## src/rtl/axi_master_arbiter_pkg.sv

```systemverilog
//==============================================================================
// Module  : axi_arb_pkg
// Brief   : Shared types and AXI field widths for the AXI master arbiter.
// Revision: 1.0 - initial release
//==============================================================================
`default_nettype none

package axi_arb_pkg;

  localparam int NUM_REQ_MAX = 8;

  // AXI field widths, kept in step with the wrapper's core-side port
  localparam int ADDR_WIDTH  = 32;
  localparam int DATA_WIDTH  = 32;
  localparam int LEN_WIDTH   = 8;
  localparam int SIZE_WIDTH  = 3;
  localparam int BURST_WIDTH = 2;
  localparam int STRB_WIDTH  = DATA_WIDTH / 8;
  localparam int RESP_WIDTH  = 2;

  localparam logic [RESP_WIDTH-1:0] RESP_OKAY = 2'b00;

  typedef enum logic [1:0] {
    IDLE  = 2'd0,
    ISSUE = 2'd1,
    BUSY  = 2'd2
  } arb_state_t;

endpackage

`default_nettype wire

```

## src/rtl/axi_master_arbiter_rr_picker.sv

```systemverilog
//==============================================================================
// Module  : rr_picker
// Brief   : Combinational round-robin picker: rotate the request vector so the
//           slot after last_grant sits at position 0, then priority-encode.
// Revision: 1.0 - initial release
//==============================================================================
`default_nettype none

module rr_picker #(
  parameter int NUM_REQ = 2,
  parameter int GRANT_W = 1
) (
  input  logic [NUM_REQ-1:0] req,
  input  logic [GRANT_W-1:0] last_grant,
  output logic [GRANT_W-1:0] winner,
  output logic               found
);

  logic [GRANT_W-1:0] w_idx [NUM_REQ];
  logic [NUM_REQ-1:0] w_rot;

  // last_grant + 1 + i never exceeds 2*NUM_REQ-1, so one subtraction wraps it
  always_comb begin
    for (int i = 0; i < NUM_REQ; i++) begin
      int v_pos;
      v_pos = int'(last_grant) + 1 + i;
      if (v_pos >= NUM_REQ) begin
        v_pos = v_pos - NUM_REQ;
      end
      w_idx[i] = GRANT_W'(v_pos);
      w_rot[i] = req[w_idx[i]];
    end
  end

  always_comb begin
    found  = 1'b0;
    winner = '0;
    for (int i = NUM_REQ - 1; i >= 0; i--) begin
      if (w_rot[i]) begin
        found  = 1'b1;
        winner = w_idx[i];
      end
    end
  end

endmodule

`default_nettype wire

```

## src/rtl/axi_master_arbiter.sv

```systemverilog
//==============================================================================
// Module  : axi_master_arbiter
// Brief   : Round-robin sharing of one AXI master wrapper among NUM_REQ
//           requesters, one transaction at a time. Optional macro ARB_LOCK_EN
//           lets a requester keep the grant across back-to-back commands.
// Revision: 1.0 - initial release
//==============================================================================
`default_nettype none

module axi_master_arbiter
  import axi_arb_pkg::*;
#(
  parameter int NUM_REQ = 2,
  parameter int GRANT_W = (NUM_REQ > 2) ? $clog2(NUM_REQ) : 1
) (
  input  logic                            aclk,
  input  logic                            areset_n,
  input  logic [NUM_REQ-1:0]              req_valid,
  output logic [NUM_REQ-1:0]              req_ready,
  input  logic [NUM_REQ-1:0]              req_write,
  input  logic [NUM_REQ*ADDR_WIDTH-1:0]   req_addr,
  input  logic [NUM_REQ*DATA_WIDTH-1:0]   req_wdata,
  input  logic [NUM_REQ*LEN_WIDTH-1:0]    req_len,
  input  logic [NUM_REQ*SIZE_WIDTH-1:0]   req_size,
  input  logic [NUM_REQ*BURST_WIDTH-1:0]  req_burst,
  input  logic [NUM_REQ*STRB_WIDTH-1:0]   req_strb,
  input  logic [NUM_REQ-1:0]              req_lock,
  output logic [NUM_REQ-1:0]              resp_valid,
  output logic [DATA_WIDTH-1:0]           resp_data,
  output logic                            resp_last,
  output logic                            resp_err,
  output logic [ADDR_WIDTH-1:0]           write_addr,
  output logic [DATA_WIDTH-1:0]           write_data,
  output logic [LEN_WIDTH-1:0]            write_len,
  output logic [BURST_WIDTH-1:0]          write_burst,
  output logic [STRB_WIDTH-1:0]           write_strb,
  output logic [SIZE_WIDTH-1:0]           write_size,
  output logic                            write_en,
  output logic [ADDR_WIDTH-1:0]           read_addr,
  output logic [LEN_WIDTH-1:0]            read_len,
  output logic [BURST_WIDTH-1:0]          read_burst,
  output logic [SIZE_WIDTH-1:0]           read_size,
  output logic                            read_en,
  input  logic [DATA_WIDTH-1:0]           read_data,
  input  logic                            mon_rhs,
  input  logic                            mon_rlast,
  input  logic [RESP_WIDTH-1:0]           mon_rresp,
  input  logic                            mon_bhs,
  input  logic [RESP_WIDTH-1:0]           mon_bresp,
  output logic [GRANT_W-1:0]              grant_idx
);

  arb_state_t          r_state;
  logic [GRANT_W-1:0]  r_last_grant;
  logic                r_is_write;

  logic [NUM_REQ-1:0]  w_eligible;
  logic [GRANT_W-1:0]  w_winner;
  logic                w_found;
  logic [NUM_REQ-1:0]  w_win_oh;
  logic [NUM_REQ-1:0]  w_grant_oh;
  logic                w_rd_hs;
  logic                w_wr_hs;
  logic                w_done;

  logic [ADDR_WIDTH-1:0]  w_sel_addr;
  logic [DATA_WIDTH-1:0]  w_sel_wdata;
  logic [LEN_WIDTH-1:0]   w_sel_len;
  logic [SIZE_WIDTH-1:0]  w_sel_size;
  logic [BURST_WIDTH-1:0] w_sel_burst;
  logic [STRB_WIDTH-1:0]  w_sel_strb;

  assign w_grant_oh = NUM_REQ'(1) << grant_idx;
  assign w_win_oh   = NUM_REQ'(1) << w_winner;

`ifdef ARB_LOCK_EN
  logic r_lock;
  logic r_locked;

  // While locked only the holder of the lock may be picked again
  assign w_eligible = r_locked ? (req_valid & w_grant_oh) : req_valid;
`else
  logic w_unused_lock;

  assign w_eligible    = req_valid;
  assign w_unused_lock = ^req_lock;
`endif

  rr_picker #(
    .NUM_REQ    (NUM_REQ),
    .GRANT_W    (GRANT_W)
  ) u_rr_picker (
    .req        (w_eligible),
    .last_grant (r_last_grant),
    .winner     (w_winner),
    .found      (w_found)
  );

  always_comb begin
    w_sel_addr  = req_addr [int'(w_winner)*ADDR_WIDTH  +: ADDR_WIDTH];
    w_sel_wdata = req_wdata[int'(w_winner)*DATA_WIDTH  +: DATA_WIDTH];
    w_sel_len   = req_len  [int'(w_winner)*LEN_WIDTH   +: LEN_WIDTH];
    w_sel_size  = req_size [int'(w_winner)*SIZE_WIDTH  +: SIZE_WIDTH];
    w_sel_burst = req_burst[int'(w_winner)*BURST_WIDTH +: BURST_WIDTH];
    w_sel_strb  = req_strb [int'(w_winner)*STRB_WIDTH  +: STRB_WIDTH];
  end

  // Acceptance is visible only in IDLE and is suppressed while reset is held
  assign req_ready = (areset_n && (r_state == IDLE) && w_found) ? w_win_oh : '0;

  // Handshakes of the wrong type or outside BUSY fall through here untouched
  assign w_rd_hs = (r_state == BUSY) && !r_is_write && mon_rhs;
  assign w_wr_hs = (r_state == BUSY) &&  r_is_write && mon_bhs;
  assign w_done  = (w_rd_hs && mon_rlast) || w_wr_hs;

  assign resp_valid = (w_rd_hs || w_wr_hs) ? w_grant_oh : '0;
  assign resp_data  = w_rd_hs ? read_data : '0;
  assign resp_last  = w_rd_hs ? mon_rlast : w_wr_hs;
  assign resp_err   = w_rd_hs ? (mon_rresp != RESP_OKAY) :
                      w_wr_hs ? (mon_bresp != RESP_OKAY) : 1'b0;

  always_ff @(posedge aclk or negedge areset_n) begin
    if (!areset_n) begin
      r_state      <= IDLE;
      r_last_grant <= GRANT_W'(NUM_REQ - 1);
      r_is_write   <= 1'b0;
      grant_idx    <= '0;
      write_addr   <= '0;
      write_data   <= '0;
      write_len    <= '0;
      write_burst  <= '0;
      write_strb   <= '1;
      write_size   <= '0;
      write_en     <= 1'b0;
      read_addr    <= '0;
      read_len     <= '0;
      read_burst   <= '0;
      read_size    <= '0;
      read_en      <= 1'b0;
`ifdef ARB_LOCK_EN
      r_lock       <= 1'b0;
      r_locked     <= 1'b0;
`endif
    end else begin
      write_en <= 1'b0;
      read_en  <= 1'b0;
      case (r_state)
        IDLE: begin
          if (w_found) begin
            grant_idx  <= w_winner;
            r_is_write <= req_write[w_winner];
`ifdef ARB_LOCK_EN
            r_lock     <= req_lock[w_winner];
`endif
            if (req_write[w_winner]) begin
              write_addr  <= w_sel_addr;
              write_data  <= w_sel_wdata;
              write_len   <= w_sel_len;
              write_size  <= w_sel_size;
              write_burst <= w_sel_burst;
              write_strb  <= w_sel_strb;
              write_en    <= 1'b1;
            end else begin
              read_addr   <= w_sel_addr;
              read_len    <= w_sel_len;
              read_size   <= w_sel_size;
              read_burst  <= w_sel_burst;
              read_en     <= 1'b1;
            end
            r_state <= ISSUE;
          end
        end
        ISSUE: begin
          r_state <= BUSY;
        end
        BUSY: begin
          if (w_done) begin
            r_state <= IDLE;
`ifdef ARB_LOCK_EN
            // A locked completion keeps the rotation pointer where it is
            if (r_lock) begin
              r_locked <= 1'b1;
            end else begin
              r_locked     <= 1'b0;
              r_last_grant <= grant_idx;
            end
`else
            r_last_grant <= grant_idx;
`endif
          end
        end
        default: begin
          r_state <= IDLE;
        end
      endcase
    end
  end

endmodule

`default_nettype wire
```

## config.mk

```make
export PLATFORM = sky130hd
export DESIGN_NAME = axi_master_arbiter
export DESIGN_NICKNAME = d
export VERILOG_FILES = /design/src/rtl/axi_master_arbiter_pkg.sv /design/src/rtl/axi_master_arbiter_rr_picker.sv /design/src/rtl/axi_master_arbiter.sv
export SDC_FILE = /design/constraint.sdc
export NUM_CORES = 1
export LEC_CHECK = 0
export CORE_AREA = 8 8 142 144
export CTS_BUF_LIST = sky130_fd_sc_hd__clkbuf_8 sky130_fd_sc_hd__clkbuf_16
export CTS_CLUSTER_SIZE = 30
export DETAILED_ROUTE_END_ITERATION = 8
export DIE_AREA = 0 0 150 152
export PLACE_DENSITY = 0.76
export REMOVE_ABC_BUFFERS = 1
export SYNTH_ARGS = -nofsm -noshare
export SYNTH_HDL_FRONTEND = slang
export SYNTH_HIERARCHICAL = 1
export SYNTH_SLANG_ARGS = --single-unit
```

## constraint.sdc

```tcl
create_clock -name aclk -period 2.8 [get_ports aclk]
set_input_delay 0.42 -clock aclk [delete_from_list [all_inputs] [get_ports aclk]]
set_output_delay 0.42 -clock aclk [all_outputs]
set_load 0.01 [all_outputs]
```

==> results of run 1 <==
==> worst register-to-register path, stage by stage, from the launching register on <==
cell     delay, ns
dfrtp_1       0.46
nor3b_4       0.24
buf_4         0.17
nor2b_4       0.17
buf_12        0.29
mux2_2        0.44
==> final cells by class <==
cell class	instances	area (um^2)	share of cell area, %
timing repair buffer	385	3880	35.5
clock inverter	14	213	1.95
sequential	133	3330	30.6
inverter	2	7.51	0.0688
multi-input combinational	267	2770	25.4
clock buffer	17	425	3.90
tap	229	287	2.63
==> layout by cell type, fill, tap and decap left out, types with 3 or more instances in the layout <==
cell type | Yosys | layout
and2_2 | 8 | 8
clkbuf_16 | 0 | 17
buf_4 | 2 | 7
o21ai_0 | 3 | 3
clkinv_4 | 0 | 4
clkdlybuf4s50_1 | 0 | 372
nand2_1 | 4 | 3
inv_1 | 2 | 4
buf_12 | 0 | 4
and2_1 | 24 | 24
dfrtp_1 | 128 | 128
bufinv_16 | 0 | 5
dfstp_2 | 5 | 5
mux2_2 | 208 | 208
==> per-stage QoR <==
| step | util (%) | power, W | cells | instance area, um^2 | hold slack, ns |
|---|---|---|---|---|---|
| after global placement | 57.7 | 0.00853 | 1015 | 10300 | 0.223 |
| final | 61.4 | 0.0109 | 1047 | 10900 | 0.415 |
| after floorplan | - | 0.00566 | 402 | 6070 | 0.124 |
| after global routing | 61.4 | 0.0115 | 1047 | 10900 | 0.417 |
| after detailed placement | 57.7 | 0.00868 | 1015 | 10300 | 0.228 |
| after CTS | 61.4 | 0.0111 | 1047 | 10900 | 0.420 |
==> power groups by stage <==
stage | clock (W) | combinational, W | sequential (W)
6_report | 0.00239 | 0.00508 | 0.00347
5_1_grt | 0.00253 | 0.00538 | 0.00359
4_1_cts | 0.00245 | 0.00520 | 0.00348
3_5_place_dp | 0 | 0.00518 | 0.00350
3_3_place_gp | 0 | 0.00510 | 0.00343
2_1_floorplan | 0 | 0.00176 | 0.00390
==> sequential cells by signal, indices dropped and copies added (netlist names), 2 cells and up <==
name,cells
write_addr,32
read_len,8
write_len,8
read_size,3
write_size,3
write_data,32
write_burst,2
r_state,2
read_addr,32
read_burst,2
write_strb,4
==> timing repair <==
item	4_1_cts	5_1_grt
hold buffers	1	0
endpoints found under the hold margin	5	0
resized for setup	0	0
==> cells by family (layout without fill, tap and decap cells) <==
logic type             after synthesis  in the layout  synth area share [%]
muxes                              210            210                  37.7
DFF                                133            133                  53.2
and+or+nand+nor                     50             50                  5.17
buffers and inverters               28            418                  3.19
AOI/OAI and AO/OA                    7              7                 0.719
==> path summary, 6_finish.rpt <==
| check | cells after the start | slack, ns | endpoint | from |
|---|---|---|---|---|
| max | 6 | 0.16 | resp_err | mon_rhs |
| min | 2 | 0.41 | write_data[26] | areset_n |
| max reg2reg | 5 | 0.90 | write_addr[5] | r_state[0] |
| min reg2reg | 1 | 0.50 | read_addr[26] | read_addr[26] |
| max in group asynchronous | 3 | 1.37 | write_data[7] | areset_n |
| min in group aclk | 1 | 0.50 | read_addr[26] | read_addr[26] |
==> layer usage <==
layer	GRT usage (%)	routed length [um]	up-vias
met4	6.29	379	0
met2	35.7	12100	224
met5	0	0	-
met1	18.5	7780	2418
met3	7.16	2060	23
li1	-	-	2275
==> flow_summary.yaml, run 1 <==
place:
  gp_congestion: 0.821
  io_buffers: 373
  dp_hpwl_um: 18100
  dp_slack_ns: 0.144
route:
  wirelength_um: 22300
  drcViolationCount: 0
  drtIter0Drc: 106
  wl_per_cell_um: 21.3
  dr_total_vias: 4940
  route.antenna.remaining_nets: 0
  viasPerCell: 4.72
  firstDrtPassIters: 4
power_and_ir_drop:
  power_density_nw_per_um2: 1000
  p_int_w: 0.00765
  comb_power_share_pct: 46.5
  p_sw_w: 0.00330
  clockPowerShare_pct: 21.8
  p_leak_nw: 4.40
  netSwitchingFraction_pct: 30.1
  ir_worst_vdd_v: 0.000482
  seqPwrFrac_pct: 31.7
sta:
  rsz0062_at_grt: "no"
  fmax_mhz: 378
  slew_violations: 0
  setup_ws_ns: 0.155
  setup_viol_count_final: 0
  fin_crit_ns: 2.64
  slew_headroom_pct: 44.3
  finalHoldViolCount: 0
  fin_skew_ns: 0.00612
  worst_pin_slew_ns: 0.835
  fin_tns_setup_ns: 0
  period_share_pct: 94.4
grt:
  grt_pass1_wl_um: 32900
  antenna_found_initial: 0
  grt_start_max_net_pins: 68
  grtUsageTotal_pct: 19.0
  overflow: 0
  grt_pass1_vias: 5430
flow_run:
  drv_cap: 0
synthesis:
  synth_area_leader_cell: "dfrtp_1"
  syn-cell-area_um2: 6270
  yosys_warnings: 6
  synth_cells: 428
  yosys-top-cells-area: "dfrtp_1 51%, mux2_2 37%, and2_1 2.4%"
  synth_most_common_cell: "mux2_2"
  synth_edf_count: 0
  yosys_register_bits: 133
  ys_seq_area_share_pct: 53.2
  synth_common_cells: "208 x mux2_2, 128 x dfrtp_1, 24 x and2_1, 11 x buf_6, 8 x and2_2"
  syn_avg_cell_area_um2: 14.6
  ys_types: 29
  ys_async_sr_fraction_pct: 100
  synth_top_flop_cell: "dfrtp_1"
  post-synth-top-area-fraction_pct: 51.1
floorplanning:
  fp.dieW_um: 150
  ios: 376
  fp.dieH_um: 152
  die_area_um2: 22800
  initial_core_util_pct: 35.2
  core_um2: 17800
  floorplan.rows: 49
worst_setup_path:
  critPathMaxStageDelay_ns: 0.56
  path_cells: "clkdlybuf4s50_1, nor4bb_4, buf_12, o21ai_0, o21ai_0, clkdlybuf4s50_1"
  cp_max_fo: 34
  slowest_stage: "clkdlybuf4s50_1"
  cp.required_ns: 2.38
  worst-setup-path-type: "input port to primary output"
  cp_top_family: "buffers and inverters"
  path_buf_inv: 3
  start_kind: "input port"
  worstPathArrival_ns: 2.22
  cp-end-kind: "primary output"
final_layout:
  drive_gt1_share_pct: 32.6
  fillers: 1377
  syn_to_final_growth_pct: 74.1
  diodes: 0
  final_nets: 1015
clocking:
  htreeDepth: 4
  clk-insertion-delay-late_ns: 0.41
  clock-sinks: 133
  cts_tree: "done"
  cts_buffers: 17
  clk_path_buf_depth: 2
  cts.clk_slew.worst_paths_ns: 0.06
  cts_root_buf: "clkbuf_16"
  cts_setup_buffers: 0
outcome:
  outcome: "finished clean"
worst_hold_path:
  hold_class: "input port to async pin"
Power figures use the tool's default switching activity.
==> run 2, diff against run 1 <==
--- a/config.mk
+++ b/config.mk
@@ -5,11 +5,12 @@
 export SDC_FILE = /design/constraint.sdc
 export NUM_CORES = 1
 export LEC_CHECK = 0
-export CORE_AREA = 8 8 142 144
+export CORE_ASPECT_RATIO = 1.75
+export CORE_MARGIN = 8
+export CORE_UTILIZATION = 35
 export CTS_BUF_LIST = sky130_fd_sc_hd__clkbuf_8 sky130_fd_sc_hd__clkbuf_16
 export CTS_CLUSTER_SIZE = 30
 export DETAILED_ROUTE_END_ITERATION = 8
-export DIE_AREA = 0 0 150 152
 export PLACE_DENSITY = 0.76
 export REMOVE_ABC_BUFFERS = 1
 export SYNTH_ARGS = -nofsm -noshare
==> flow_summary.yaml, run 2 (same netlist as run 1, synthesis figures left out) <==
outcome:
  outcome: "finished clean"
route:
  wirelength_um: 22700
  top_layer: "met4"
  drtIter0Drc: 77
  drcViolationCount: 0
  wl_per_cell_um: 21.6
  viasPerCell: 4.70
  wl_met1_um: 7400
  firstDrtPassIters: 4
  dr_total_vias: 4947
  dr_wl_met3_um: 1800
  route.antenna.remaining_nets: 0
  wl_met2_um: 12900
sta:
  fin_tns_setup_ns: 0
  setup_ws_ns: 0.149
  fin_skew_ns: 0.0140
  slew_violations: 0
  fin_crit_ns: 2.65
  finalHoldViolCount: 0
  fmax_mhz: 377
  slew_headroom_pct: 46.4
  worst_pin_slew_ns: 0.803
  period_share_pct: 94.7
  setup_viol_count_final: 0
  rsz0062_at_grt: "no"
clocking:
  cts.clk_slew.worst_paths_ns: 0.06
  clk_path_buf_depth: 2
  cts_buffers: 17
  clk-insertion-delay-late_ns: 0.40
  clock-sinks: 133
  htreeDepth: 4
  cts_tree: "done"
  cts_root_buf: "clkbuf_16"
  cts_setup_buffers: 0
floorplanning:
  fp.dieH_um: 193
  core_um2: 17800
  fp.dieW_um: 117
  initial_core_util_pct: 35.2
  ios: 376
  die_area_um2: 22600
  floorplan.rows: 65
final_layout:
  multi_input_area_um2: 2770
  layout_commonest_cell: "clkdlybuf4s50_1"
  finalInstanceArea_um2: 10900
  reg.largest.list: "read_addr (32), write_addr (32), write_data (32)"
  final_cell_mix: "372 x clkdlybuf4s50_1, 208 x mux2_2, 128 x dfrtp_1"
  fillers: 1377
  diodes: 0
  final_nets: 1015
  drive_gt1_share_pct: 32.6
  syn_to_final_growth_pct: 73.9
  stdcell_count: 1053
  seqCellArea_um2: 3330
worst_hold_path:
  hold_class: "input port to async pin"
place:
  io_buffers: 373
  dp_hpwl_um: 18600
  gp_congestion: 0.978
  dp_slack_ns: 0.123
  dp.cells: 1020
  place_area_um2: 10300
worst_setup_path:
  rr_worst_depth: 4
  worst-setup-path-type: "input port to primary output"
  cp-end-kind: "primary output"
  start_kind: "input port"
  reg2reg_slack_ns: 0.88
  cp.required_ns: 2.38
  cp_max_fo: 7
  reg2reg_from: "r_state[0]"
  rr_endpoint: "write_len[2]"
  worstPathArrival_ns: 2.23
power_and_ir_drop:
  power_density_nw_per_um2: 999
  ir_worst_vdd_v: 0.000752
  p_leak_nw: 4.38
  fin_total_pwr_w: 0.0109
flow_run:
  drv_cap: 0
grt:
  grt_pass1_wl_um: 32700
  grt_pass1_vias: 5622
  grt_start_max_net_pins: 62
  antenna_found_initial: 0
  grtUsageTotal_pct: 19.4
  overflow: 0
==> run 2: cell count changes in the layout (fill, tap and decap cells not counted), sizes merged <==
cell / change
clkinv: -2
inv: +2
bufinv: -1
clkinvlp: +2
==> run 2: routing by layer <==
metal  up-vias  global-route usage [%]
li1       2270                       -
met1      2432                    18.3
met2       218                    37.8
met3        27                    5.15
met4         0                    7.48
met5         -                       0
==> run 2: timing repair <==
action / 4_1_cts / 5_1_grt
gates resized for setup: 0 / 1
endpoints found under the setup margin: 0 / 7
hold endpoints to repair: 13 / 0
hold buffers: 1 / 0
==> run 2: critical path: stages <==
cell and delay [ns]:
clkdlybuf4s50_1 0.53, or2_1 0.13, nor3b_4 0.35, and3_1 0.24
clkdlybuf4s50_1 0.56
==> run 2: how the worst max path moves through the flow <==
stage,startpoint,to,slack [ns]
5_1_grt,mon_rhs,resp_data[8],0.05
2_1_floorplan,req_valid[1],write_strb[0],-8.75
3_3_place_gp,req_valid[1],req_ready[1],0.16
4_1_cts,mon_rhs,resp_data[4],0.12
6_report,req_valid[0],req_ready[1],0.15
3_5_place_dp,req_valid[0],req_ready[1],0.12
==> run 2: metrics by stage <==
step / hold WS [ns] / util [%]
CTS: 0.444 / 61.2
global placement: 0.316 / 57.6
finish: 0.455 / 61.2
detailed placement: 0.320 / 57.6
floorplan: 0.124 / -
global route: 0.451 / 61.2
==> run 2: area by class of cell <==
cell class                      count  share of cell area [%]
Tap cell                          234                    2.69
Clock buffer                       17                    3.90
Clock inverter                     15                    1.77
Multi-Input combinational cell    267                    25.4
Sequential cell                   133                    30.6
Inverter                            2                  0.0689
Timing Repair Buffer              385                    35.6
==> run 2: where the power goes <==
group	switching, W	leakage (nW)	internal (W)
registers	0.000534	1.57	0.00294
clock network	0.000824	0.299	0.00148
logic	0.00198	2.52	0.00313
==> run 3, diff against run 2 <==
--- a/config.mk
+++ b/config.mk
@@ -13,7 +13,7 @@
 export DETAILED_ROUTE_END_ITERATION = 8
 export PLACE_DENSITY = 0.76
 export REMOVE_ABC_BUFFERS = 1
+export SETUP_SLACK_MARGIN = 0.3
 export SYNTH_ARGS = -nofsm -noshare
 export SYNTH_HDL_FRONTEND = slang
-export SYNTH_HIERARCHICAL = 1
 export SYNTH_SLANG_ARGS = --single-unit
==> flow_summary.yaml, run 3 <==
floorplanning:
  floorplan.rows: 64
  ios: 376
  core_um2: 17500
  initial_core_util_pct: 35.6
  fp.dieH_um: 192
  die_area_um2: 22400
  fp.dieW_um: 117
route:
  viasPerCell: 5.27
  dr_total_vias: 6536
  drcViolationCount: 0
  firstDrtPassIters: 4
  route.antenna.remaining_nets: 0
  wirelength_um: 26300
  wl_per_cell_um: 21.2
  drtIter0Drc: 297
sta:
  slew_violations: 0
  fin_crit_ns: 2.50
  finalHoldViolCount: 0
  worst_pin_slew_ns: 0.680
  period_share_pct: 89.3
  fin_skew_ns: 0.0107
  slew_headroom_pct: 54.7
  setup_viol_count_final: 0
  rsz0062_at_grt: "yes"
  fmax_mhz: 400
  finalHoldWorstSlack_ns: 0.424
clocking:
  cts.clk_slew.worst_paths_ns: 0.06
  clk_path_buf_depth: 2
  clk-insertion-delay-late_ns: 0.42
  htreeDepth: 4
  cts_root_buf: "clkbuf_16"
  cts_tree: "done"
  clock-sinks: 133
  cts_buffers: 17
power_and_ir_drop:
  p_sw_w: 0.00368
  fin_total_pwr_w: 0.0109
  seqPwrFrac_pct: 31.1
  clockPowerShare_pct: 22.3
  p_leak_nw: 4.80
  power_density_nw_per_um2: 990
  p_int_w: 0.00717
  netSwitchingFraction_pct: 33.9
  comb_power_share_pct: 46.6
  ir_worst_vdd_v: 0.000407
synthesis:
  yosys-top-cells-area: "dfrtp_1 52%, a21oi_1 10%, o22ai_1 8.2%"
  synth_top_flop_cell: "dfrtp_1"
  post-synth-top-area-fraction_pct: 51.6
  synth_area_leader_cell: "dfrtp_1"
  synth_edf_count: 0
  yosys_warnings: 0
  synth_cells: 641
  ys_async_sr_fraction_pct: 100
  syn-cell-area_um2: 6210
  yosys_register_bits: 133
  ys_seq_area_share_pct: 53.7
  synth_common_cells: "128 x dfrtp_1, 126 x a21oi_1, 87 x nor2_1, 81 x o22ai_1"
  syn_avg_cell_area_um2: 9.68
  ys_types: 27
  synth_most_common_cell: "dfrtp_1"
place:
  gp_congestion: 0.849
  io_buffers: 373
  dp_hpwl_um: 19200
final_layout:
  layout_commonest_cell: "clkdlybuf4s50_1"
  syn_to_final_growth_pct: 76.6
  final_cell_mix: "337 x clkdlybuf4s50_1, 128 x dfrtp_1, 126 x a21oi_1"
  drive_gt1_share_pct: 6.94
  reg.largest.list: "read_addr (32), write_addr (32), write_data (32)"
  final_nets: 1204
worst_setup_path:
  start_kind: "flip-flop"
  path_buf_inv: 2
  cp_max_fo: 17
  cp-end-kind: "primary output"
  cp.required_ns: 2.38
  worst-setup-path-type: "flip-flop to primary output"
  rr_worst_depth: 6
  reg2reg_from: "r_last_grant"
  rr_endpoint: "write_data[27]"
  reg2reg_slack_ns: 0.79
  worstPathArrival_ns: 2.08
  slowest_stage: "clkdlybuf4s50_1"
  path_cells: "nand2b_2, nor2_4, clkbuf_16, and2_1, clkdlybuf4s50_1"
  cp_top_family: "buffers and inverters"
  critPathMaxStageDelay_ns: 0.53
grt:
  overflow: 0
  grtUsageTotal_pct: 22.9
  grt_start_max_net_pins: 85
  grt_pass1_wl_um: 38400
  grt_pass1_vias: 6869
  antenna_found_initial: 1
outcome:
  outcome: "finished clean"
flow_run:
  drv_cap: 0
worst_hold_path:
  hold_class: "input port to async pin"
[run 3: changes by cell type after synthesis, sizes merged, moves of 23 or more]
cell	change
o22ai	+81
clkbuf	+23
mux2	-207
nor2	+86
o2bb2ai	+45
nor3b	+43
a21oi	+125
[run 3: power groups by stage]
| stage | clock [W] | sequential (W) | combinational, W |
|---|---|---|---|
| after floorplan | 0 | 0.00379 | 0.00160 |
| after global placement | 0 | 0.00336 | 0.00502 |
| after detailed placement | 0 | 0.00340 | 0.00508 |
| after CTS | 0.00246 | 0.00339 | 0.00511 |
| after global routing | 0.00254 | 0.00350 | 0.00542 |
| final | 0.00242 | 0.00338 | 0.00505 |
[run 3: per-stage QoR]
step                      util, %  setup TNS (ns)  worst slack [ns]  cells  area (um^2)
final                        62.8               0             0.301   1240        11000
after CTS                    62.2               0             0.305   1238        10900
after global placement       58.4               0             0.212   1205        10200
after floorplan                 -         -121.13             -1.49    581         5940
after detailed placement     58.4               0             0.206   1205        10200
after global routing         62.8               0             0.231   1240        11000
[run 3: cell families (layout without fill, tap and decap cells)]
| kind of cell | count (synthesis) | count (layout) | share of synthesized area [%] |
|---|---|---|---|
| AOI/OAI and AO/OA | 261 | 261 | 25.8 |
| and+or+nand+nor | 180 | 180 | 15.5 |
| DFF | 133 | 133 | 53.7 |
| buffers and inverters | 65 | 432 | 4.60 |
| muxes | 2 | 2 | 0.343 |
| other | 0 | 1 | 0 |
[run 3: worst max-delay path by stage]
| stage | from | endpoint | slack [ns] | cells after the start |
|---|---|---|---|---|
| finish | r_is_write | resp_data[16] | 0.30 | 5 |
| global route | r_is_write | resp_data[16] | 0.23 | 5 |
| CTS | r_is_write | resp_last | 0.30 | 4 |
| detailed placement | mon_rhs | resp_err | 0.21 | 7 |
| global placement | mon_rhs | resp_err | 0.21 | 7 |
| floorplan | req_valid[0] | write_addr[0] | -1.49 | 4 |
[run 3: metal layers]
| layer | track usage, % | vias up | part of all wire, % |
|---|---|---|---|
| li1 | - | 3058 | - |
| met1 | 22.6 | 3112 | 34 |
| met2 | 40.5 | 302 | 53 |
| met3 | 7.75 | 64 | 8.6 |
| met4 | 13.4 | 0 | 4.7 |
| met5 | 0 | - | 0 |
[run 3: area by class of cell]
class	instances	area (um^2)
Antenna cell	1	2.50
Clock buffer	21	480
Clock inverter	11	156
Fill cell	1512	6500
Inverter	5	18.8
Multi-Input combinational cell	443	2630
Sequential cell	133	3330
Tap cell	231	289
Timing Repair Buffer	395	4050
[run 3: repair_timing]
item,in CTS,in global routing
buffers inserted,0,0
cloned,0,1
endpoints found under the hold margin,18,0
endpoints found under the setup margin,35,31
hold buffers,1,0
resized for setup,7,32
